<file path="src/rtl/ks_sum_stage_if.sv">
// rtl/ks_sum_stage_if.sv - handshake and data bundle between prefix network, sum stage and consumer
interface ks_sum_stage_if;
   logic        i_valid;
   logic        o_ready;
   logic        i_c0;
   logic [15:0] i_p_save;
   logic [15:0] i_gk;
   logic        o_valid;
   logic        i_ready;
   logic [15:0] o_sum;
   logic        o_cout;
   logic        o_ovf;
   logic        o_zero;
   logic        o_neg;

   modport master (
      output i_valid, i_c0, i_p_save, i_gk, i_ready,
      input  o_ready, o_valid, o_sum, o_cout, o_ovf, o_zero, o_neg
   );

   modport slave (
      input  i_valid, i_c0, i_p_save, i_gk, i_ready,
      output o_ready, o_valid, o_sum, o_cout, o_ovf, o_zero, o_neg
   );
endinterface

</file>
<file path="src/rtl/ks_sum_stage.sv">
// rtl/ks_sum_stage.sv - Kogge-Stone final sum stage with flags and DEPTH-entry output FIFO; KS_SUM_SAT_EN enables saturation
module ks_sum_stage #(
   parameter int DEPTH = 2
) (
   input logic           i_clk,
   input logic           i_rst,
   ks_sum_stage_if.slave bus
);

   localparam int PW = (DEPTH > 1) ? $clog2(DEPTH) : 1;
   localparam int CW = $clog2(DEPTH) + 1;
   localparam logic [CW-1:0] DEPTH_C = CW'(DEPTH);
   localparam logic [PW-1:0] LAST_C  = PW'(DEPTH - 1);

   // entry layout: {sum[15:0], cout, ovf, zero, neg}
   logic [19:0]   mem [DEPTH];
   logic [PW-1:0] wr_ptr;
   logic [PW-1:0] rd_ptr;
   logic [CW-1:0] count;
   logic          ready_q;

   logic [15:0]   sum_raw;
   logic [15:0]   sum_fin;
   logic          cout_c;
   logic          ovf_c;
   logic [19:0]   entry_in;
   logic [19:0]   head;
   logic          push;
   logic          pop;
   logic [CW-1:0] count_next;

   // sum bits from saved propagate and the carry into each bit, plus flags on the final value
   always_comb begin
      sum_raw      = '0;
      sum_raw[0]   = bus.i_p_save[0] ^ bus.i_c0;
      sum_raw[15:1] = bus.i_p_save[15:1] ^ bus.i_gk[14:0];
      cout_c       = bus.i_gk[15];
      ovf_c        = bus.i_gk[15] ^ bus.i_gk[14];
      sum_fin      = sum_raw;
`ifdef KS_SUM_SAT_EN
      if (ovf_c) begin
         sum_fin = bus.i_gk[15] ? 16'h8000 : 16'h7FFF;
      end
`endif
      entry_in = {sum_fin, cout_c, ovf_c, (sum_fin == 16'h0000), sum_fin[15]};
   end

   // handshake decode and next occupancy; ready_q guarantees no push while full
   always_comb begin
      push       = bus.i_valid & ready_q;
      pop        = (count != '0) & bus.i_ready;
      count_next = count;
      case ({push, pop})
         2'b10:   count_next = count + CW'(1);
         2'b01:   count_next = count - CW'(1);
         default: count_next = count;
      endcase
   end

   // FIFO storage, pointers, occupancy and registered ready; reset discards everything
   always_ff @(posedge i_clk) begin
      if (i_rst) begin
         wr_ptr  <= '0;
         rd_ptr  <= '0;
         count   <= '0;
         ready_q <= 1'b0;
         for (int i = 0; i < DEPTH; i++) begin
            mem[i] <= '0;
         end
      end else begin
         if (push) begin
            mem[wr_ptr] <= entry_in;
            wr_ptr      <= (wr_ptr == LAST_C) ? '0 : wr_ptr + PW'(1);
         end
         if (pop) begin
            rd_ptr <= (rd_ptr == LAST_C) ? '0 : rd_ptr + PW'(1);
         end
         count   <= count_next;
         ready_q <= (count_next < DEPTH_C);
      end
   end

   // outputs always reflect the head entry, so they hold steady under backpressure
   always_comb begin
      head        = mem[rd_ptr];
      bus.o_sum   = head[19:4];
      bus.o_cout  = head[3];
      bus.o_ovf   = head[2];
      bus.o_zero  = head[1];
      bus.o_neg   = head[0];
      bus.o_valid = (count != '0);
      bus.o_ready = ready_q;
   end

endmodule

</file>
<file path="src/flat_wrapper.sv">
// flat-port wrapper written by rule: the top's interface ports become plain ports
module ks_sum_stage_flat 
#(
   parameter int DEPTH = 2
)
  (i_clk, i_rst, bus_i_valid, bus_i_c0, bus_i_p_save, bus_i_gk, bus_i_ready, bus_o_ready, bus_o_valid, bus_o_sum, bus_o_cout, bus_o_ovf, bus_o_zero, bus_o_neg);
  ks_sum_stage_if bus_i ();
  input logic i_clk;
  input logic i_rst;
  input wire logic [$bits(bus_i.i_valid)-1:0] bus_i_valid;
  input wire logic [$bits(bus_i.i_c0)-1:0] bus_i_c0;
  input wire logic [$bits(bus_i.i_p_save)-1:0] bus_i_p_save;
  input wire logic [$bits(bus_i.i_gk)-1:0] bus_i_gk;
  input wire logic [$bits(bus_i.i_ready)-1:0] bus_i_ready;
  output wire logic [$bits(bus_i.o_ready)-1:0] bus_o_ready;
  output wire logic [$bits(bus_i.o_valid)-1:0] bus_o_valid;
  output wire logic [$bits(bus_i.o_sum)-1:0] bus_o_sum;
  output wire logic [$bits(bus_i.o_cout)-1:0] bus_o_cout;
  output wire logic [$bits(bus_i.o_ovf)-1:0] bus_o_ovf;
  output wire logic [$bits(bus_i.o_zero)-1:0] bus_o_zero;
  output wire logic [$bits(bus_i.o_neg)-1:0] bus_o_neg;
  assign bus_i.i_valid = bus_i_valid;
  assign bus_i.i_c0 = bus_i_c0;
  assign bus_i.i_p_save = bus_i_p_save;
  assign bus_i.i_gk = bus_i_gk;
  assign bus_i.i_ready = bus_i_ready;
  assign bus_o_ready = bus_i.o_ready;
  assign bus_o_valid = bus_i.o_valid;
  assign bus_o_sum = bus_i.o_sum;
  assign bus_o_cout = bus_i.o_cout;
  assign bus_o_ovf = bus_i.o_ovf;
  assign bus_o_zero = bus_i.o_zero;
  assign bus_o_neg = bus_i.o_neg;
  ks_sum_stage #(.DEPTH(DEPTH)) u_core (.i_clk(i_clk), .i_rst(i_rst), .bus(bus_i));
endmodule
</file>
<file path="config.mk">
export PLATFORM = sky130hd
export DESIGN_NAME = ks_sum_stage_flat
export DESIGN_NICKNAME = d
export VERILOG_FILES = /design/src/rtl/ks_sum_stage_if.sv /design/src/rtl/ks_sum_stage.sv /design/src/flat_wrapper.sv
export SDC_FILE = /design/constraint.sdc
export NUM_CORES = 1
export LEC_CHECK = 0
export ABC_CLOCK_PERIOD_IN_PS = 2100
export BUFFER_PORTS_ARGS = -buffer_cell sky130_fd_sc_hd__buf_2
export CORE_ASPECT_RATIO = 0.9
export CORE_MARGIN = 4
export CORE_UTILIZATION = 30
export CTS_BUF_LIST = sky130_fd_sc_hd__clkbuf_4
export CTS_CLUSTER_DIAMETER = 100
export CTS_CLUSTER_SIZE = 20
export DETAILED_ROUTE_END_ITERATION = 6
export PLACE_DENSITY = 0.48
export RECOVER_POWER = 25
export SLEW_MARGIN = 20
export SYNTH_ARGS = -nofsm -noshare
export SYNTH_HDL_FRONTEND = slang
export SYNTH_SLANG_ARGS = --single-unit
</file>
<file path="constraint.sdc">
create_clock -name i_clk -period 2.1 [get_ports i_clk]
set_input_delay 0.21 -clock i_clk [delete_from_list [all_inputs] [get_ports i_clk]]
set_output_delay 0.21 -clock i_clk [all_outputs]
set_load 0.02 [all_outputs]
</file>
==> summary.txt, run 1 <==
Outcome
  – Status: finished clean

Place
  – Pre-CTS WS: 0.483 ns
  – Placed cells: 296
  – Dpl hpwl: 2680 um
  – Final GP Congestion: 0.651
  – Number of port buffers: 58
  – Post-DP Area: 2390 um^2

Logic synthesis
  – Commonest cells in the netlist: nor2_1, edfxtp_1, mux2_2
  – Largest family of logic cells by synthesized area: simple AND/OR/NAND/NOR gates
  – Synth Area in Compound Gates: 0.378%
  – Area contributors post-synth: edfxtp_1, mux2_2, nor2_1
  – Cell with the most instances after synthesis: nor2_1
  – Synth Register Bits: 44
  – Mean Syn Cell Area: 13.0 um^2
  – Synth Warn #: 0
  – Cells after Synth: 153
  – Synth top area share: 57.5%
  – Post-synthesis adder-cell area fraction: 0.631%
  – Synth area leader: edfxtp_1
  – Top FF cell, synth: edfxtp_1
  – Multiplexer share of the synthesized area: 10.8%
  – Simple-gate area share of the yosys netlist: 12.4%
  – Distinct cells, synth: 22
  – Syn Std Cell Area: 1980 um^2
  – EDFF count, synth: 38
  – Post-synthesis net count: 191
  – XOR/XNOR Fraction of Synth Area: 10.1%
  – Async S/R FF share, synth: 0%
  – Sequential share of the synthesized area: 63.6%

Timing
  – Slew Viols, Final: 0
  – RSZ-0062 raised after global routing: no
  – Final setup TNS: 0 ns
  – Final hold vios: 0
  – Tcrit/Tclk final: 83.8%
  – Normalized max-slew margin: 33.4%
  – Final setup fails: 0
  – Fin crit period: 1.76 ns
  – FMAX: 568 MHz
  – Setup Skew: 0.00833 ns
  – Setup ws final: 0.340 ns
  – Worst Tran Pin Value: 0.998 ns

Pwr
  – Power density over the cells: 1010 nW/um^2
  – Reg power frac: 45.2%
  – Clock power frac: 21.6%
  – Internal power: 1690 uW
  – Tot Pwr: 2500 uW
  – Switching power: 806 uW
  – Worst vdd ir: 302 uV
  – Leak: 0.00102 uW
  – Switching Share: 32.3%
  – Combinational share of power: 33.3%

Setup path
  – Register-to-Register Path Depth: 5
  – Critical path data arrival time: 1.84 ns
  – WP data required: 2.18 ns
  – Kind of critical path: reg -> reg
  – Crit Path Max Fanout: 19
  – Worst setup SP type: flop
  – R2r startpoint: u_core.bus.o_ready
  – FF-to-FF setup slack: 0.34 ns
  – Crit end category: flop
  – Reg-to-reg critical path endpoint: u_core.mem[1][13]

Routing
  – Routed Antenna Nets: 0
  – Vias per cell: 4.19
  – Drt drc: 0
  – Drt initial violations: 44
  – WL/cell: 12.7 um
  – Final WL: 3870 um
  – First-pass DRT Iterations: 4
  – Vias: 1,275

Cells and area
  – Ant. Diodes: 0
  – Final Cell Area: 2470 um^2
  – Area Growth Syn to Fin: 24.3%
  – Fin cells: 304
  – Fill cell count: 643
  – Layout cells sized above 1: 42.4%
  – Fin nets: 254

Min path
  – Worst Hold Class: in -> reg
  – Hold path depth: 2
  – Hold Crit Endpoint: u_core.rd_ptr
  – Hold wc startpoint: i_rst

Clock network
  – Root Buffer: clkbuf_4
  – Post-CTS setup buffers: 0
  – CTS H-Tree Depth: 2
  – CTS tree: yes
  – Number of buffers created by CTS: 5
  – Worst-path clk slew: 0.13 ns
  – Clk Latency, worst-skew pair: 0.36 ns
  – Clock sink count: 44
  – Clk buf depth: 2
  – Hold buffers post-CTS: 0
  – Post-CTS sizing: 0

Global route
  – Largest net degree at the start of global routing: 20
  – Initial antenna violation count: 0
  – Vias in the first global route: 1,319
  – GRT Total Usage: 10.3%
  – Gr ovfl total: 0
  – First-pass GRT wire length: 6190 um

Floorplan
  – Core outline area: 6280 um^2
  – Vert. Die Dim: 85.2 um
  – Initial Utilization: 31.6%
  – # rows: 27
  – Die area: 7980 um^2
  – DIE WIDTH: 93.7 um
  – IO Count: 59

Run
  – Max-Cap Viols: 0
through the flow:
| step | util [%] | hold slack, ns |
|---|---|---|
| 2_1_floorplan | - | 0.430 |
| 3_3_place_gp | 38.1 | 0.504 |
| 3_5_place_dp | 38.1 | 0.501 |
| 4_1_cts | 39.4 | 0.119 |
| 5_1_grt | 39.3 | 0.110 |
| 6_report | 39.3 | 0.125 |
critical path, stage by stage, from the launching register on:
cell and delay [ns]:
dfxtp_1 0.33, nand2_1 0.16, nor2_1 0.06, nand2_1 0.08
clkbuf_1 0.75, nor2_1 0.12
final cells by class:
class / count / area (um^2) / share of cell area [%]
clock inverter: 3 / 47.5 / 1.93
timing repair buffer: 64 / 324 / 13.1
clock buffer: 5 / 37.5 / 1.52
inverter: 1 / 3.75 / 0.152
tap: 87 / 109 / 4.41
sequential: 44 / 1260 / 51.1
multi-input combinational: 100 / 684 / 27.7
layer usage:
layer / vias up / global-route usage [%] / share of wire [%]
li1: 646 / - / -
met3: 8 / 2.75 / 7.0
met4: 0 / 5.12 / 2.1
met5: - / 0 / 0
met2: 41 / 16.7 / 47
met1: 580 / 12.6 / 44
registers in the layout (all words and copies together), names as in the netlist, named ones only:
register,cells
u_core.mem,38
u_core.count,1
u_core.wr_ptr,1
u_core.bus.o_ready,1
u_core.rd_ptr,1
worst max-delay path by stage:
| stage | start | end | cells past startpoint |
|---|---|---|---|
| global route | u_core.bus.o_ready | u_core.mem[1][13] | 5 |
| global placement | u_core.count[0] | flop | 6 |
| floorplan | u_core.bus.o_ready | u_core.mem[0][0] | 2 |
| CTS | flop | bus_o_sum[10] | 3 |
| finish | u_core.bus.o_ready | u_core.mem[1][13] | 5 |
| detailed placement | u_core.count[0] | flop | 6 |
placed cells by master (no fill, tap or decap):
| cell type | netlist | routed |
|---|---|---|
| xnor2_2 | 1 | 1 |
| dfxtp_1 | 6 | 6 |
| or2_2 | 1 | 1 |
| clkbuf_1 | 3 | 3 |
| nand4_2 | 1 | 1 |
| clkinv_4 | 0 | 2 |
| edfxtp_1 | 38 | 38 |
| mux2_2 | 19 | 19 |
| xor2_1 | 3 | 3 |
| xnor2_1 | 18 | 18 |
| nand2b_1 | 1 | 1 |
| buf_2 | 4 | 57 |
| buf_4 | 1 | 3 |
| clkbuf_4 | 0 | 5 |
| o21bai_2 | 0 | 1 |
| ha_1 | 1 | 1 |
| clkbuf_2 | 0 | 1 |
| nor2b_1 | 1 | 1 |
| nand4_1 | 3 | 3 |
| or4_1 | 1 | 1 |
| nor2_1 | 45 | 45 |
| inv_1 | 1 | 1 |
| and2_0 | 0 | 1 |
| nand2_1 | 2 | 2 |
| bufinv_16 | 0 | 1 |
| or3_1 | 1 | 1 |
cell families after synthesis:
group,count (synthesis)
multiplexers,19
flip-flops,44
AO/OA/AOI/OAI,1
XOR/XNOR,22
buffers and inverters,9
adder cells (fa/ha/maj),1
AND/OR/NAND/NOR,57
power groups by stage:
stage	Sequential, uW	Clock [uW]	Combinational, uW
floorplan	1150	0	584
global placement	1150	0	859
detailed placement	1150	0	853
CTS	1130	556	859
global route	1140	601	911
finish	1130	539	831
(Power assumes the default switching activity.)
==> run 2, diff against run 1 <==
--- a/config.mk
+++ b/config.mk
@@ -5,7 +5,7 @@
 export SDC_FILE = /design/constraint.sdc
 export NUM_CORES = 1
 export LEC_CHECK = 0
-export ABC_CLOCK_PERIOD_IN_PS = 2100
+export ABC_CLOCK_PERIOD_IN_PS = 1500
 export BUFFER_PORTS_ARGS = -buffer_cell sky130_fd_sc_hd__buf_2
 export CORE_ASPECT_RATIO = 0.9
 export CORE_MARGIN = 4
@@ -14,7 +14,7 @@
 export CTS_CLUSTER_DIAMETER = 100
 export CTS_CLUSTER_SIZE = 20
 export DETAILED_ROUTE_END_ITERATION = 6
-export PLACE_DENSITY = 0.48
+export PLACE_DENSITY = 0.5
 export RECOVER_POWER = 25
 export SLEW_MARGIN = 20
 export SYNTH_ARGS = -nofsm -noshare
==> constraint.sdc (replaced) <==
create_clock -name i_clk -period 1.5 [get_ports i_clk]
set_input_delay 0.15 -clock i_clk [delete_from_list [all_inputs] [get_ports i_clk]]
set_output_delay 0.15 -clock i_clk [all_outputs]
set_load 0.02 [all_outputs]
==> run 2 against run 1 <==
The run now ends with setup timing left. Clock skew hardly changed. Via count increased by 4.9%. Die area stayed put. Wire length rose by 9.8%. Global-route usage rose by 0.45 points. Cell area increased by 16%. Final cell count grew 4.6%.
==> summary.txt, run 2 (synthesis results as in run 1) <==
Routing
  – Vias: 1,337 (was 1,275)
  – Drt initial violations: 39 (was 44)
  – Final WL: 4250 um (was 3870 um)
  – WL/cell: 13.4 um (was 12.7 um)
  – Vias per cell: 4.20 (was 4.19)
  – Routed Antenna Nets: 0 (unchanged)
  – First-pass DRT Iterations: 4 (unchanged)
  – Drt drc: 0 (unchanged)

Clock network
  – Hold buffers post-CTS: 0 (unchanged)
  – Clock sink count: 44 (unchanged)
  – CTS tree: yes (unchanged)
  – Root Buffer: clkbuf_4 (unchanged)
  – CTS H-Tree Depth: 2 (unchanged)
  – Number of buffers created by CTS: 5 (unchanged)
  – Clk buf depth: 2 (unchanged)
  – Worst-path clk slew: 0.12 ns (was 0.13 ns)
  – Clk Latency, worst-skew pair: 0.33 ns (was 0.36 ns)

Setup path
  – Crit end category: output pin (was flop)
  – R2r startpoint: u_core.count[0] (was u_core.bus.o_ready)
  – Crit Path Max Fanout: 5 (was 19)
  – Crit path buffers/inverters: 2 (was 1)
  – Kind of critical path: reg -> out (was reg -> reg)
  – Stages on worst setup path: 3 (was 5)
  – CP max stage cell: dfxtp_4 (was clkbuf_1)
  – Worst Setup EP: bus_o_sum[9] (was u_core.mem[1][13])
  – CP peak stage delay: 0.45 ns (was 0.75 ns)
  – Register-to-Register Path Depth: 7 (was 5)
  – Crit-path cells: clkbuf_16 > mux2_4 > buf_6 (was nand2_1 > nor2_1 > nand2_1 > clkbuf_1 > nor2_1)
  – FF-to-FF setup slack: 0.04 ns (was 0.34 ns)
  – Critical path data arrival time: 1.40 ns (was 1.84 ns)
  – Crit path max-delay family: flip-flops (was buffers and inverters)
  – Worst setup SP type: flop (unchanged)
  – WP data required: 1.35 ns (was 2.18 ns)

Timing
  – Slew Viols, Final: 0 (unchanged)
  – Normalized max-slew margin: 70.5% (was 33.4%)
  – Final setup TNS: -0.631 ns (was 0 ns)
  – FMAX: 644 MHz
  – Fin crit period: 1.55 ns
  – Final hold vios: 0 (unchanged)
  – Fin Hold WS: 0.0841 ns (was 0.125 ns)
  – Setup Skew: 0.00825 ns (was 0.00833 ns)
  – Final setup fails: 20 (was 0)
  – Tcrit/Tclk final: 103%
  – RSZ-0062 raised after global routing: yes (was no)
  – Worst Tran Pin Value: 0.442 ns (was 0.998 ns)
  – Setup ws final: -0.0523 ns (was 0.340 ns)

Cells and area
  – Max reg flops: 38 (unchanged)
  – Largest reg by FF count: u_core.mem (unchanged)
  – Area Growth Syn to Fin: 44.5% (was 24.3%)
  – Commonest non-fill, non-tap cell in the layout: nor2_1 (was buf_2)
  – Fin nets: 268 (was 254)
  – Fill cell count: 614 (was 643)
  – Final Cell Area: 2870 um^2 (was 2470 um^2)
  – Ant. Diodes: 0 (unchanged)
  – Most frequent cells in the layout: nor2_1, edfxtp_1, buf_2 (was buf_2, nor2_1, edfxtp_1)
  – Layout cells sized above 1: 48.5% (was 42.4%)

Global route
  – First-pass GRT wire length: 6560 um (was 6190 um)
  – GRT Total Usage: 10.7% (was 10.3%)
  – Vias in the first global route: 1,407 (was 1,319)
  – Gr ovfl total: 0 (unchanged)
  – Initial antenna violation count: 0 (unchanged)
  – Largest net degree at the start of global routing: 20 (unchanged)

Floorplan
  – IO Count: 59 (unchanged)
  – DIE WIDTH: 93.7 um (unchanged)
  – Vert. Die Dim: 85.2 um (unchanged)
  – Die area: 7980 um^2 (unchanged)
  – # rows: 27 (unchanged)
  – Core outline area: 6280 um^2 (unchanged)
  – Initial Utilization: 31.6% (unchanged)

Pwr
  – Tot Pwr: 4040 uW (was 2500 uW)
  – Power density over the cells: 1410 nW/um^2 (was 1010 nW/um^2)
  – Leak: 0.00120 uW (was 0.00102 uW)
  – Worst vdd ir: 539 uV (was 302 uV)

Place
  – Post-DP Area: 2530 um^2 (was 2390 um^2)
  – Dpl hpwl: 2790 um (was 2680 um)
  – Number of port buffers: 58 (unchanged)
  – Pre-CTS WS: -0.0176 ns (was 0.483 ns)
  – Final GP Congestion: 0.701 (was 0.651)

Outcome
  – Failing checks: setup timing
  – Status: finished, violations left (was finished clean)

Run
  – Max-Cap Viols: 0 (unchanged)

Min path
  – Worst Hold Class: in -> reg (unchanged)
run 2: what timing repair did:
item | in CTS | in global routing
gates resized for setup | 8 | 57
setup endpoints to repair | 21 | 22
pin swaps | 2 | 1
buffers inserted | 0 | 0
gates cloned | 1 | 2
run 2: power breakdown:
| part | switching, uW | leakage [uW] | internal [uW] |
|---|---|---|---|
| registers | 93.0 | 0.000448 | 1530 |
| logic | 813 | 0.000715 | 1040 |
| clock network | 347 | 0.0000338 | 217 |
| total | 1250 | 0.00120 | 2780 |
run 2: how the worst min path moves through the flow:
| stage | startpoint | end | cells after the start | slack (ns) |
|---|---|---|---|---|
| 4_1_cts | i_rst | flop | 2 | 0.08 |
| 5_1_grt | i_rst | flop | 2 | 0.08 |
| 6_report | i_rst | flop | 2 | 0.08 |
| 2_1_floorplan | bus_i_gk[15] | u_core.mem[0][3] | 2 | 0.37 |
| 3_5_place_dp | i_rst | u_core.count[0] | 2 | 0.46 |
| 3_3_place_gp | i_rst | u_core.wr_ptr | 2 | 0.45 |
run 2: layout make-up:
| class | instances | area, um^2 | area share [%] |
|---|---|---|---|
| Sequential cell | 44 | 1260 | 44.1 |
| Multi-Input combinational cell | 100 | 791 | 27.6 |
| Timing Repair Buffer | 78 | 643 | 22.4 |
| Tap cell | 87 | 109 | 3.80 |
| Clock buffer | 7 | 52.6 | 1.83 |
| Clock inverter | 1 | 3.75 | 0.131 |
| Inverter | 1 | 3.75 | 0.131 |
run 2: per-stage QoR:
| step | utilization, % | cells |
|---|---|---|
| global placement | 40.2 | 307 |
| CTS | 42.0 | 316 |
| floorplan | - | 153 |
| detailed placement | 40.2 | 307 |
| global route | 45.6 | 318 |
| finish | 45.6 | 318 |
run 2: layer usage:
| metal | part of all wire, % | up-vias | wire length, um | GRT usage, % |
|---|---|---|---|---|
| li1 | - | 680 | - | - |
| met2 | 48 | 44 | 2060 | 18.6 |
| met4 | 0.85 | 0 | 36 | 3.15 |
| met5 | 0 | - | 0 | 0 |
| met3 | 6.3 | 2 | 267 | 3.01 |
| met1 | 44 | 611 | 1890 | 12.9 |
